File: src/rtl/pipe_skid_reg.sv
// ---------------------------------------------------------------------------
// pipe_skid_reg
//   Two-entry pipeline register with a skid slot. in_ready is decoded from
//   the registered state only, so there is no combinational path from
//   out_ready back to in_ready.
//
//   The entry in main drives out_data. When a new beat arrives while main is
//   stalled, the beat goes into skid. When main drains, skid moves up into
//   main.
//
// Ports
//   clk        : single clock; all state updates on its rising edge
//   reset      : synchronous, active-low reset
//   flush      : synchronous discard of all held entries
//   in_valid   : upstream offers in_data this cycle
//   in_data    : upstream payload, WIDTH bits
//   in_ready   : block accepts in_data this cycle
//   out_valid  : out_data holds a valid entry
//   out_data   : downstream payload, WIDTH bits (main entry)
//   out_ready  : downstream consumes out_data this cycle
//   occupancy  : number of entries held, 0..2
//
// state    | meaning
// ---------+--------------------------------------------
// ST_EMPTY | nothing held, out_valid = 0
// ST_BUSY  | main holds the head entry, skid is free
// ST_FULL  | main holds the head, skid holds the next one
// ---------------------------------------------------------------------------
module pipe_skid_reg #(
  parameter int WIDTH = 64
) (
  input  logic             clk,
  input  logic             reset,
  input  logic             flush,
  input  logic             in_valid,
  input  logic [WIDTH-1:0] in_data,
  output logic             in_ready,
  output logic             out_valid,
  output logic [WIDTH-1:0] out_data,
  input  logic             out_ready,
  output logic [1:0]       occupancy
);

  typedef enum logic [1:0] {
    ST_EMPTY = 2'd0,
    ST_BUSY  = 2'd1,
    ST_FULL  = 2'd2
  } state_t;

  state_t           r_state;
  state_t           w_state_nxt;
  logic [WIDTH-1:0] r_main;
  logic [WIDTH-1:0] r_skid;
  logic [WIDTH-1:0] w_main_nxt;
  logic [WIDTH-1:0] w_skid_nxt;
  logic             w_in_xfer;
  logic             w_out_xfer;

  // Outputs depend on the registered state only.
  always_comb begin
    in_ready  = 1'b1;
    out_valid = 1'b0;
    occupancy = 2'd0;
    case (r_state)
      ST_EMPTY: begin
        in_ready  = 1'b1;
        out_valid = 1'b0;
        occupancy = 2'd0;
      end
      ST_BUSY: begin
        in_ready  = 1'b1;
        out_valid = 1'b1;
        occupancy = 2'd1;
      end
      ST_FULL: begin
        in_ready  = 1'b0;
        out_valid = 1'b1;
        occupancy = 2'd2;
      end
      default: begin
        in_ready  = 1'b1;
        out_valid = 1'b0;
        occupancy = 2'd0;
      end
    endcase
  end

  assign out_data = r_main;

  always_comb begin
    w_in_xfer  = in_valid & in_ready;
    w_out_xfer = out_valid & out_ready;
  end

  always_comb begin
    w_state_nxt = r_state;
    w_main_nxt  = r_main;
    w_skid_nxt  = r_skid;

    case (r_state)
      ST_EMPTY: begin
        if (w_in_xfer) begin
          w_state_nxt = ST_BUSY;
          w_main_nxt  = in_data;
        end
      end
      ST_BUSY: begin
        if (w_in_xfer && w_out_xfer) begin
          w_main_nxt = in_data;
        end else if (w_in_xfer) begin
          // main is stalled, so the new beat parks in skid
          w_state_nxt = ST_FULL;
          w_skid_nxt  = in_data;
        end else if (w_out_xfer) begin
          w_state_nxt = ST_EMPTY;
        end
      end
      ST_FULL: begin
        // in_ready is low here, so in_data is never captured
        if (w_out_xfer) begin
          w_state_nxt = ST_BUSY;
          w_main_nxt  = r_skid;
        end
      end
      default: begin
        w_state_nxt = ST_EMPTY;
      end
    endcase

    // Flush wins over every transfer. The entry registers keep their
    // values, so out_data holds stale data while the block is empty.
    if (flush) begin
      w_state_nxt = ST_EMPTY;
      w_main_nxt  = r_main;
      w_skid_nxt  = r_skid;
    end
  end

  always_ff @(posedge clk) begin
    if (!reset) begin
      r_state <= ST_EMPTY;
      r_main  <= '0;
      r_skid  <= '0;
    end else begin
      r_state <= w_state_nxt;
      r_main  <= w_main_nxt;
      r_skid  <= w_skid_nxt;
    end
  end

endmodule
File: config.mk
export PLATFORM = sky130hd
export DESIGN_NAME = pipe_skid_reg
export DESIGN_NICKNAME = d
export VERILOG_FILES = /design/src/rtl/pipe_skid_reg.sv
export SDC_FILE = /design/constraint.sdc
export NUM_CORES = 1
export LEC_CHECK = 0
export CELL_PAD_IN_SITES_DETAIL_PLACEMENT = 0
export CELL_PAD_IN_SITES_GLOBAL_PLACEMENT = 2
export CORE_MARGIN = 4
export CORE_UTILIZATION = 25
export CTS_BUF_LIST = sky130_fd_sc_hd__clkbuf_16
export DETAILED_ROUTE_END_ITERATION = 8
export GPL_TIMING_DRIVEN = 0
export PLACE_DENSITY_LB_ADDON = 0.1
export SLEW_MARGIN = 25
export SYNTH_ARGS = -nofsm -noshare
export SYNTH_HDL_FRONTEND = slang
export SYNTH_SLANG_ARGS = --single-unit
File: constraint.sdc
create_clock -name clk -period 4 [get_ports clk]
set_input_delay 0.6 -clock clk [delete_from_list [all_inputs] [get_ports clk]]
set_output_delay 0.6 -clock clk [all_outputs]
set_load 0.01 [all_outputs]
* Word-level counts from Yosys, hierarchy flattened
Index checks and enable logic that the tools add are counted.
** Storage, ports and cells
- Output and inout bits :: 68
- Bits in registers :: 130
- Input bits :: 69
- Logic and storage cells :: 36
** Cells by class
- Equality and inequality tests :: 7
- Reduce and logical (&&, ||, !) cells :: 8
- Muxes and demuxes :: 13
- Bitwise gates (word level) :: 5
** Operators by type and width (count)
- two-way mux 64 bit :: 3
- case mux 64 bit (3 select lines) :: 1
- two-way mux 2 bit :: 5
- inequality test 2 bit, second input constant :: 4
- AND reduction 4 bit :: 2
- case mux 2 bit (3 select lines) :: 1
- AND reduction 5 bit :: 1
- case mux 2 bit (2 select lines) :: 1
- OR reduction 2 bit :: 2
- inequality test 3 bit, second input constant :: 1
- inverter 1 bit :: 3
- nonzero test 3 bit :: 1
- bitwise AND 1 bit :: 2
- equality test 2 x 1 -> 1 bit, second input constant :: 1
- equality test 2 bit, second input constant :: 1
- logical NOT 2 bit :: 1
- two-way mux 1 bit :: 2
- logical AND 1 bit :: 1

* Logic depth before layout (Yosys ltp)
Gate-level depths: netlist of run 1.
- Depth after elaboration :: 8
- Mapped depth :: 9
- Gate-level depth less buffers :: 6

* Worst setup path after synthesis of run 1
No wires, ideal clock.
- Path kind :: reg2reg
- Start :: register r_state[0]
- End :: register r_main[10], in the netlist out_data[10]
- Slack :: 2069 ps
- Arrival time :: 1815 ps
- Cell stages (with the launch flop) :: 10
- Period minus slack after synthesis :: 1931 ps
- Required time :: 3884 ps
- Setup time :: 116 ps
- Buffers on the path :: 3
- Cell sequence :: dfxtp_1 -> inv_1 -> ha_1 -> buf_2 -> and4b_1 -> nand2b_1 -> buf_2 -> clkbuf_1 -> nand3_1 -> o211a_1
** Between the ends
- Longest elaborated chain between the ends :: 7
** RTL lines
- from (decl) :: line 50 : state_t r_state;
- from (signal assigned) :: line 145 : r_state <= w_state_nxt;
- equality test 2 bit / equality test 2 x 1 -> 1 bit (equally long branches) :: line 64, 100
- OR reduction 2 bit (no line)
- two-way mux 1 bit :: line 64 : case (r_state)
- bitwise AND 1 bit :: line 92 : w_out_xfer = out_valid & out_ready;
- logical AND 1 bit :: line 108 : if (w_in_xfer && w_out_xfer) begin
- inequality test 2 bit (no line)
- AND reduction 5 bit (no line)
- to (signal assigned) :: line 146 : r_main <= w_main_nxt;
- to (decl) :: line 52 : logic [WIDTH-1:0] r_main;
Several ways; a longest one is shown, not always the timed one.
A chain may end at the register's enable or synchronous reset.

* Final worst setup path of run 1
- Start :: register r_state[0]
- End :: output port in_ready
** Between the ends
- Longest elaborated chain between the ends :: 2
** RTL lines
- equality test 2 bit :: line 64
- two-way mux 1 bit :: line 64
- to (decl) :: line 37 : output logic in_ready,
Every way passes these cells.

==> results_dict.tcl, run 1 <==
set metrics [dict create \
    status "complete, no violations" \
    stdcell_count 1053 \
    numCtsBuffers 17 \
    worstSetupStartpointType "flip-flop" \
    die_area_um2 25400 \
    grt_use_met2 0.229 \
    hp-class "reg2reg" \
    post-place-cells 1021 \
    antenna_found_initial 0 \
    synth_nets 673 \
    slowest_delay_ns 0.53 \
    drt_iter0_drc 140 \
    worst-path-max-fanout 7 \
    seq_area_frac_synth 0.455 \
    cp_common_cell "inv_1" \
    maxSlewViolCount 0 \
    grt_util_met1 0.171 \
    pwr-share-clk 0.437 \
    top_usage_layer "met2" \
    clk_path_buf_depth 2 \
    final_layout_size_suffix_gt1_frac 0.0911 \
    drc 0 \
    pin_count 137 \
    cts_root_buf "clkbuf_16" \
    place.gp.congestion 0.738 \
    power.density_nw_per_um2 423 \
    clock_skew_ns 0.0106 \
    fin_tns_setup_ns 0 \
    worstPathArrival_ns 1.85 \
    cts_setup_buffers 0 \
    use_met3 0.0365 \
    grt_pass1_wl_um 27300 \
    clk_latency_ns 0.41 \
    track_usage 0.135 \
    final_common_cell "clkdlybuf4s50_1" \
    period_needed_ns 2.45 \
    peakVddDrop_v 0.000249 \
    crit_chain "inv_1 -> ha_1 -> buf_2 -> inv_1 -> clkdlybuf4s50_1" \
    synth_area_um2 5720 \
    yosysUniqueCellTypes 29 \
    drtPass1Iterations 5 \
    cts.sinks 130 \
    holdBufCountCts 0 \
    dp_hpwl_um 12500 \
    overflow 0 \
    start_util 0.253 \
    max_slew_margin 0.470 \
    nNetsFinal 828 \
    diodes 0 \
    cts_resized 0 \
    vias 4829 \
    synth_seq_cells 130 \
    tightest_slew_ns 0.795 \
    path_clk_slew_ns 0.06 \
    maxCapViolations 0 \
    leakage_nw 3.30 \
    fin_crit_sh 0.612 \
    path_class "reg2out" \
    intPower_mw 2.50 \
    area_delta_synth_final_pct 39.8 \
    die_w_um 159 \
    wl_per_cell_um 16.4 \
    synth-warning-count 0 \
    rsz0062_at_grt "no" \
    seq_power_share 0.416 \
    path_delay_family "buffers and inverters" \
    fp.dieH_um 159 \
    viasPerCell 4.59 \
    cts_tree "built" \
    cp_num_buf_inv 4 \
    rows 55 \
    endpoint_kind "output pin" \
    io_buffer_count 136 \
    nFillCells 2316 \
    critPathRequiredTime_ns 3.40 \
    p_comb_frac 0.146 \
    finalSetupViolCount 0 \
    finalHoldViolCount 0 \
    max_freq_mhz 408 \
    power.switching_uw 884 \
    layout_common_cells "136 x clkdlybuf4s50_1, 130 x dfxtp_1, 128 x nand2_1" \
    crit_slowest_cell "clkdlybuf4s50_1" \
    htree_levels 4 \
    core_um2 22600 \
    grt_max_degree 17 \
    wl_um 17300 \
    grt_pass1_vias 4901 \
    synth_area_per_cell_um2 9.54 \
    switching_share 0.261 \
    synthCells 600 \
    ant_nets 0 \
]
-- kinds of logic (layout without fill, tap and decap cells) --
logic type               after synthesis  count (layout)  synth area share
flip-flops                           130             130             0.455
adder cells (fa/ha/maj)                4               4           0.00875
AO/OA/AOI/OAI                        134             134             0.209
AND/OR/NAND/NOR                      206             206             0.154
multiplexers                          66              66             0.116
buffers and inverters                 60             228            0.0571
-- synth_stat cells --
cell type | instances | area [um2]
inv_1 | 4 | 15.0
buf_1 | 5 | 18.8
nor3_1 | 2 | 10.0
nor2b_1 | 2 | 12.5
clkbuf_1 | 17 | 63.8
a211oi_4 | 1 | 20.0
nand3_1 | 64 | 320
a21oi_1 | 1 | 5.00
mux2_2 | 2 | 22.5
a2111oi_4 | 1 | 27.5
o211a_1 | 64 | 641
dfxtp_1 | 130 | 2600
a21boi_1 | 10 | 75.1
buf_4 | 6 | 45.0
o221ai_1 | 1 | 8.76
buf_2 | 21 | 105
o21ai_0 | 1 | 5.00
nor2_1 | 4 | 15.0
nand2_1 | 128 | 480
mux2i_1 | 64 | 641
and4b_1 | 1 | 10.0
and2_1 | 1 | 6.26
nand2b_1 | 2 | 12.5
nand3b_1 | 1 | 7.51
a21boi_0 | 54 | 405
a211o_1 | 1 | 8.76
nand2b_2 | 1 | 8.76
ha_1 | 4 | 50.1
buf_6 | 7 | 78.8
-- final timing paths --
check	start	depth (start not counted)	slack, ns	to
hold / removal	r_skid[11]	2	0.45	r_skid[11]
setup / recovery	r_state[0]	5	1.55	in_ready
hold reg to reg	r_skid[11]	2	0.45	r_skid[11]
setup reg to reg	r_state[0]	8	1.67	r_skid[15]
-- metrics by stage --
stage	power, mW	util	cell area (um2)	hold slack (ns)	setup WS [ns]
detailed placement	1.94	0.330	7440	0.446	0.996
floorplan	1.66	-	5720	0.435	2.07
global placement	1.94	0.330	7440	0.441	1.04
finish	3.38	0.354	8000	0.451	1.55
CTS	3.45	0.354	8000	0.454	1.43
global route	3.56	0.354	8000	0.483	1.34
-- worst register-to-register path, cell delays in order (launching register included) --
cell	delay, ns
dfxtp_1	0.36
inv_1	0.09
ha_1	0.21
buf_2	0.17
nand3b_1	0.26
a211oi_4	0.56
buf_2	0.35
nand2_1	0.08
a21boi_0	0.17
-- layer usage --
layer  vias to the layer above  part of all wire
li1                       2426                 -
met1                      2283              0.46
met2                       109              0.48
met3                        11             0.053
met4                         0             0.010
met5                         -                 0
-- final cells by class --
| type | instances | area [um2] | area share |
|---|---|---|---|
| Timing Repair Buffer | 136 | 1360 | 0.170 |
| Clock inverter | 15 | 134 | 0.0167 |
| Tap cell | 285 | 357 | 0.0446 |
| Inverter | 4 | 15.0 | 0.00188 |
| Multi-Input combinational cell | 410 | 2790 | 0.349 |
| Sequential cell | 130 | 2600 | 0.325 |
| Buffer | 56 | 312 | 0.0389 |
| Clock buffer | 17 | 425 | 0.0532 |
-- power by group through the flow --
stage | Combinational, mW | Clock [mW] | Sequential, mW
2_1_floorplan | 0.203 | 0 | 1.46
3_3_place_gp | 0.498 | 0 | 1.44
3_5_place_dp | 0.503 | 0 | 1.44
4_1_cts | 0.505 | 1.54 | 1.41
5_1_grt | 0.540 | 1.60 | 1.42
6_report | 0.495 | 1.48 | 1.41
-- registers in the layout, summed over array words and instances, names as in the netlist --
register,cells
out_data,64
r_skid,64
r_state,2
No activity file was read; power rests on OpenSTA's default activity.
==> run 2: changes to the inputs <==
- clock period: 4 -> 2.4 ns (I/O delays scaled with it)
==> run 2 against run 1 <==
Net effect:
- register-to-register slack worse by 1.4 ns
- sequential share of layout area down 0.12 points
- total power up 67%
- clock power up 67%
- hold slack about the same
- first-iteration DRC count up 5.7%
- final area up 0.38%
- critical path depth unchanged
- sequential power up 67%
- critical path type unchanged
==> results_dict.tcl, run 2 (synthesized netlist as in run 1, its figures left out) <==
set metrics [dict create \
    switching_share 0.262 \
    rows 55 \
    die_w_um 159 \
    cts_root_buf "clkbuf_16" \
    setup_slack_ns 0.188 \
    grt_pass1_wl_um 27300 \
    path_clk_slew_ns 0.06 \
    drc 0 \
    grt_pass1_vias 4901 \
    finalHoldViolCount 0 \
    intPower_mw 4.17 \
    place.gp.congestion 0.738 \
    dp_hpwl_um 12500 \
    drt_iter0_drc 148 \
    wl_um 17300 \
    slowest_delay_ns 0.54 \
    crit_chain "inv_1 -> ha_1 -> buf_2 -> inv_1 -> clkdlybuf4s50_1" \
    path_delay_family "buffers and inverters" \
    numCtsBuffers 17 \
    cts.sinks 130 \
    ant_nets 0 \
    cp_num_buf_inv 4 \
    status "complete, no violations" \
    core_um2 22600 \
    antenna_found_initial 0 \
    p_comb_frac 0.146 \
    wl_per_cell_um 16.4 \
    maxSlewViolCount 0 \
    pin_count 137 \
    viasPerCell 4.59 \
    clk_latency_ns 0.41 \
    maxCapViolations 0 \
    worstPathArrival_ns 1.85 \
    period_needed_ns 2.21 \
    final_common_cell "clkdlybuf4s50_1" \
    path_class "reg2out" \
    clock_skew_ns 0.0115 \
    max_slew_margin 0.473 \
    total_power_mw 5.65 \
    hold_slack_ns 0.451 \
    finalSetupViolCount 0 \
    htree_levels 4 \
    hp-class "reg2reg" \
    drtPass1Iterations 4 \
    final_core_util 0.356 \
    endpoint_kind "output pin" \
    fp.dieH_um 159 \
    peakVddDrop_v 0.000414 \
    worstSetupStartpointType "flip-flop" \
    power.density_nw_per_um2 703 \
    track_usage 0.135 \
    diodes 0 \
    overflow 0 \
    crit_slowest_cell "clkdlybuf4s50_1" \
    pwr-share-clk 0.438 \
    cp_common_cell "inv_1" \
    grt_max_degree 17 \
    holdBufCountCts 0 \
    vias 4834 \
    worst-path-max-fanout 7 \
    die_area_um2 25400 \
    cts_tree "built" \
    start_util 0.253 \
    power.switching_mw 1.48 \
    leakage_nw 3.33 \
    layout_common_cells "136 x clkdlybuf4s50_1, 130 x dfxtp_1, 128 x nand2_1" \
    post-place-ws_ns -0.364 \
    nNetsFinal 829 \
    area_delta_synth_final_pct 40.3 \
    io_buffer_count 136 \
    clk_path_buf_depth 2 \
    max_freq_mhz 452 \
    seq_power_share 0.416 \
    fin_crit_sh 0.922 \
    critPathRequiredTime_ns 2.04 \
    tightest_slew_ns 0.791 \
    final_layout_size_suffix_gt1_frac 0.103 \
    rsz0062_at_grt "no" \
]
[run 2: cell count changes in the layout (fill, tap and decap cells not counted), sizes merged]
cell,previous run,this run
clkbuf,34,39
buf,39,35
[run 2: layer usage]
metal / global-route usage / wire length, um
met1: 0.171 / 8060
met2: 0.229 / 8240
met3: 0.0365 / 793
met4: 0.0359 / 171
met5: 0 / 0
[run 2: area by class of cell]
class / count / area, um2
clock inverter: 15 / 134
sequential: 130 / 2600
multi-input combinational: 410 / 2790
fill: 2313 / 14500
inverter: 4 / 15.0
timing repair buffer: 137 / 1380
tap: 285 / 357
clock buffer: 17 / 425
buffer: 56 / 322
[run 2: what timing repair did]
item	CTS	global route
setup endpoints to repair	0	82
buffers inserted	0	1
gates resized for setup	0	11
[run 2: worst min-delay path: cells and delay by family, from the launching register on]
kind / cells / cell delay (ns)
AOI/OAI and AO/OA: 1 / 0.05
and+or+nand+nor: 1 / 0.05
DFF: 1 / 0.31
[run 2: path summary, 6_finish.rpt]
| kind | start | endpoint | slack (ns) | cells past startpoint |
|---|---|---|---|---|
| max | r_state[0] | in_ready | 0.19 | 5 |
| min | r_skid[11] | r_skid[11] | 0.45 | 2 |
| max reg2reg | r_state[0] | out_data[54] | 0.24 | 8 |
| min reg2reg | r_skid[11] | r_skid[11] | 0.45 | 2 |
[run 2: power by group through the flow]
stage	logic [mW]	registers, mW	clock network (mW)
global placement	0.831	2.40	0
CTS	0.841	2.35	2.57
floorplan	0.338	2.43	0
detailed placement	0.838	2.40	0
global route	0.902	2.36	2.66
finish	0.827	2.35	2.47
[run 2: through the flow]
step / TNS, ns / cell area (um2) / instances
2_1_floorplan: 0 / 5720 / 600
3_3_place_gp: -6.98 / 7440 / 1021
3_5_place_dp: -7.47 / 7440 / 1021
4_1_cts: 0 / 8000 / 1053
5_1_grt: 0 / 8030 / 1054
6_report: 0 / 8030 / 1054
==> run 3: changes to the inputs <==
- CORE_UTILIZATION: 25 -> 30
==> run 3 against run 2 <==
Net effect:
- count of clock-buffer cells in the layout did not move
- core utilization rose by 7.0 points
- hold slack got worse by 0.00060 ns
- highest routed layer unchanged
- combinational power fell by 0.6%
- critical endpoint unchanged
==> results_dict.tcl, run 3 (synthesized netlist as in run 1, its figures left out) <==
set metrics [dict create \
    max_freq_mhz 452 \
    finalSetupViolCount 0 \
    layout_common_cells "136 x clkdlybuf4s50_1, 130 x dfxtp_1, 128 x nand2_1" \
    core_um2 18700 \
    area_delta_synth_final_pct 39.0 \
    path_class "reg2out" \
    nNetsFinal 831 \
    cts_root_buf "clkbuf_16" \
    rsz0062_at_grt "no" \
    nFillCells 1817 \
    fin_crit_sh 0.922 \
    wl_um 16500 \
    grt_max_degree 17 \
    cts_tree "built" \
    drc 0 \
    overflow 0 \
    die_area_um2 21300 \
    status "complete, no violations" \
    endpoint_kind "output pin" \
    antenna_found_initial 0 \
    clk_latency_ns 0.42 \
    clock_skew_ns 0.00620 \
    worstSetupStartpointType "flip-flop" \
    peakVddDrop_v 0.000479 \
    power.density_nw_per_um2 704 \
    path_clk_slew_ns 0.06 \
    tightest_slew_ns 0.770 \
    worstPathArrival_ns 1.85 \
    final_layout_size_suffix_gt1_frac 0.0987 \
    io_buffer_count 136 \
    period_needed_ns 2.21 \
    final_core_util 0.425 \
    max_slew_margin 0.486 \
    maxCapViolations 0 \
    hp-class "reg2reg" \
    wl_per_cell_um 16.4 \
    pin_count 137 \
    ant_nets 0 \
    diodes 0 \
    grt_pass1_vias 4948 \
    vias 4845 \
    die_w_um 146 \
    fp.dieH_um 146 \
    dp_hpwl_um 11900 \
    drt_iter0_drc 126 \
    track_usage 0.157 \
    setup_slack_ns 0.187 \
    critPathRequiredTime_ns 2.04 \
    maxSlewViolCount 0 \
    numCtsBuffers 17 \
    stdcell_count 1004 \
    post-place-cells 970 \
    place.gp.congestion 0.772 \
    worst-path-max-fanout 7 \
    finalHoldViolCount 0 \
    post-place-ws_ns -0.324 \
    drtPass1Iterations 5 \
    grt_pass1_wl_um 26500 \
    htree_levels 4 \
    viasPerCell 4.83 \
    clk_path_buf_depth 2 \
    start_util 0.306 \
    holdBufCountCts 0 \
    leakage_nw 3.34 \
    final_common_cell "clkdlybuf4s50_1" \
    rows 50 \
    cts.sinks 130 \
]
## run 3: cell types whose count changed in the layout (fill, tap and decap cells not counted), sizes merged
cell / previous run / this run
buf: 35 / 38
clkbuf: 39 / 38
inv: 8 / 5
clkinv: 5 / 8
clkinvlp: 5 / 3
bufinv: 1 / 2
## run 3: final cells by class
type / count / area [um2] / share of cell area
tap: 234 / 293 / 0.0368
clock inverter: 14 / 124 / 0.0156
multi-input combinational: 410 / 2790 / 0.351
timing repair buffer: 139 / 1380 / 0.174
sequential: 130 / 2600 / 0.327
inverter: 4 / 15.0 / 0.00189
clock buffer: 17 / 425 / 0.0535
buffer: 56 / 319 / 0.0401
## run 3: per-layer routing
metal,vias up,global-route usage,wire length (um)
met5,-,0,0
met4,0,0.0499,222
met3,17,0.0537,984
met2,119,0.259,7830
met1,2285,0.193,7470
li1,2424,-,-
## run 3: critical path, stage by stage (launching register included)
cell	delay [ns]
dfxtp_1	0.36
inv_1	0.09
ha_1	0.21
buf_2	0.17
inv_1	0.07
clkdlybuf4s50_1	0.53
## run 3: per-stage QoR
stage                     setup TNS (ns)  hold slack (ns)  total power [mW]  area [um2]
after floorplan                        0            0.435              2.77        5720
after global placement             -4.50            0.442              3.22        7380
after detailed placement           -6.89            0.446              3.23        7380
after CTS                              0            0.453              5.70        7930
after global routing                   0            0.469              5.87        7960
final                                  0            0.451              5.60        7960
## run 3: repair_timing
item                       CTS  global route
setup endpoints to repair    0            68
resized for setup            0             8
setup buffers                0             3
## run 3: worst paths after layout
check	startpoint	to	slack (ns)	depth (start not counted)
worst max-delay path	r_state[0]	in_ready	0.19	5
worst min-delay path	r_skid[18]	r_skid[18]	0.45	2
worst max register to register	r_state[0]	r_skid[38]	0.21	9
worst min register to register	r_skid[18]	r_skid[18]	0.45	2
## run 3: power breakdown
| part | total (mW) | switching (mW) | internal, mW |
|---|---|---|---|
| combinational | 0.822 | 0.366 | 0.455 |
| sequential | 2.35 | 0.0692 | 2.28 |
| clock | 2.43 | 0.934 | 1.49 |
| total | 5.60 | 1.37 | 4.23 |
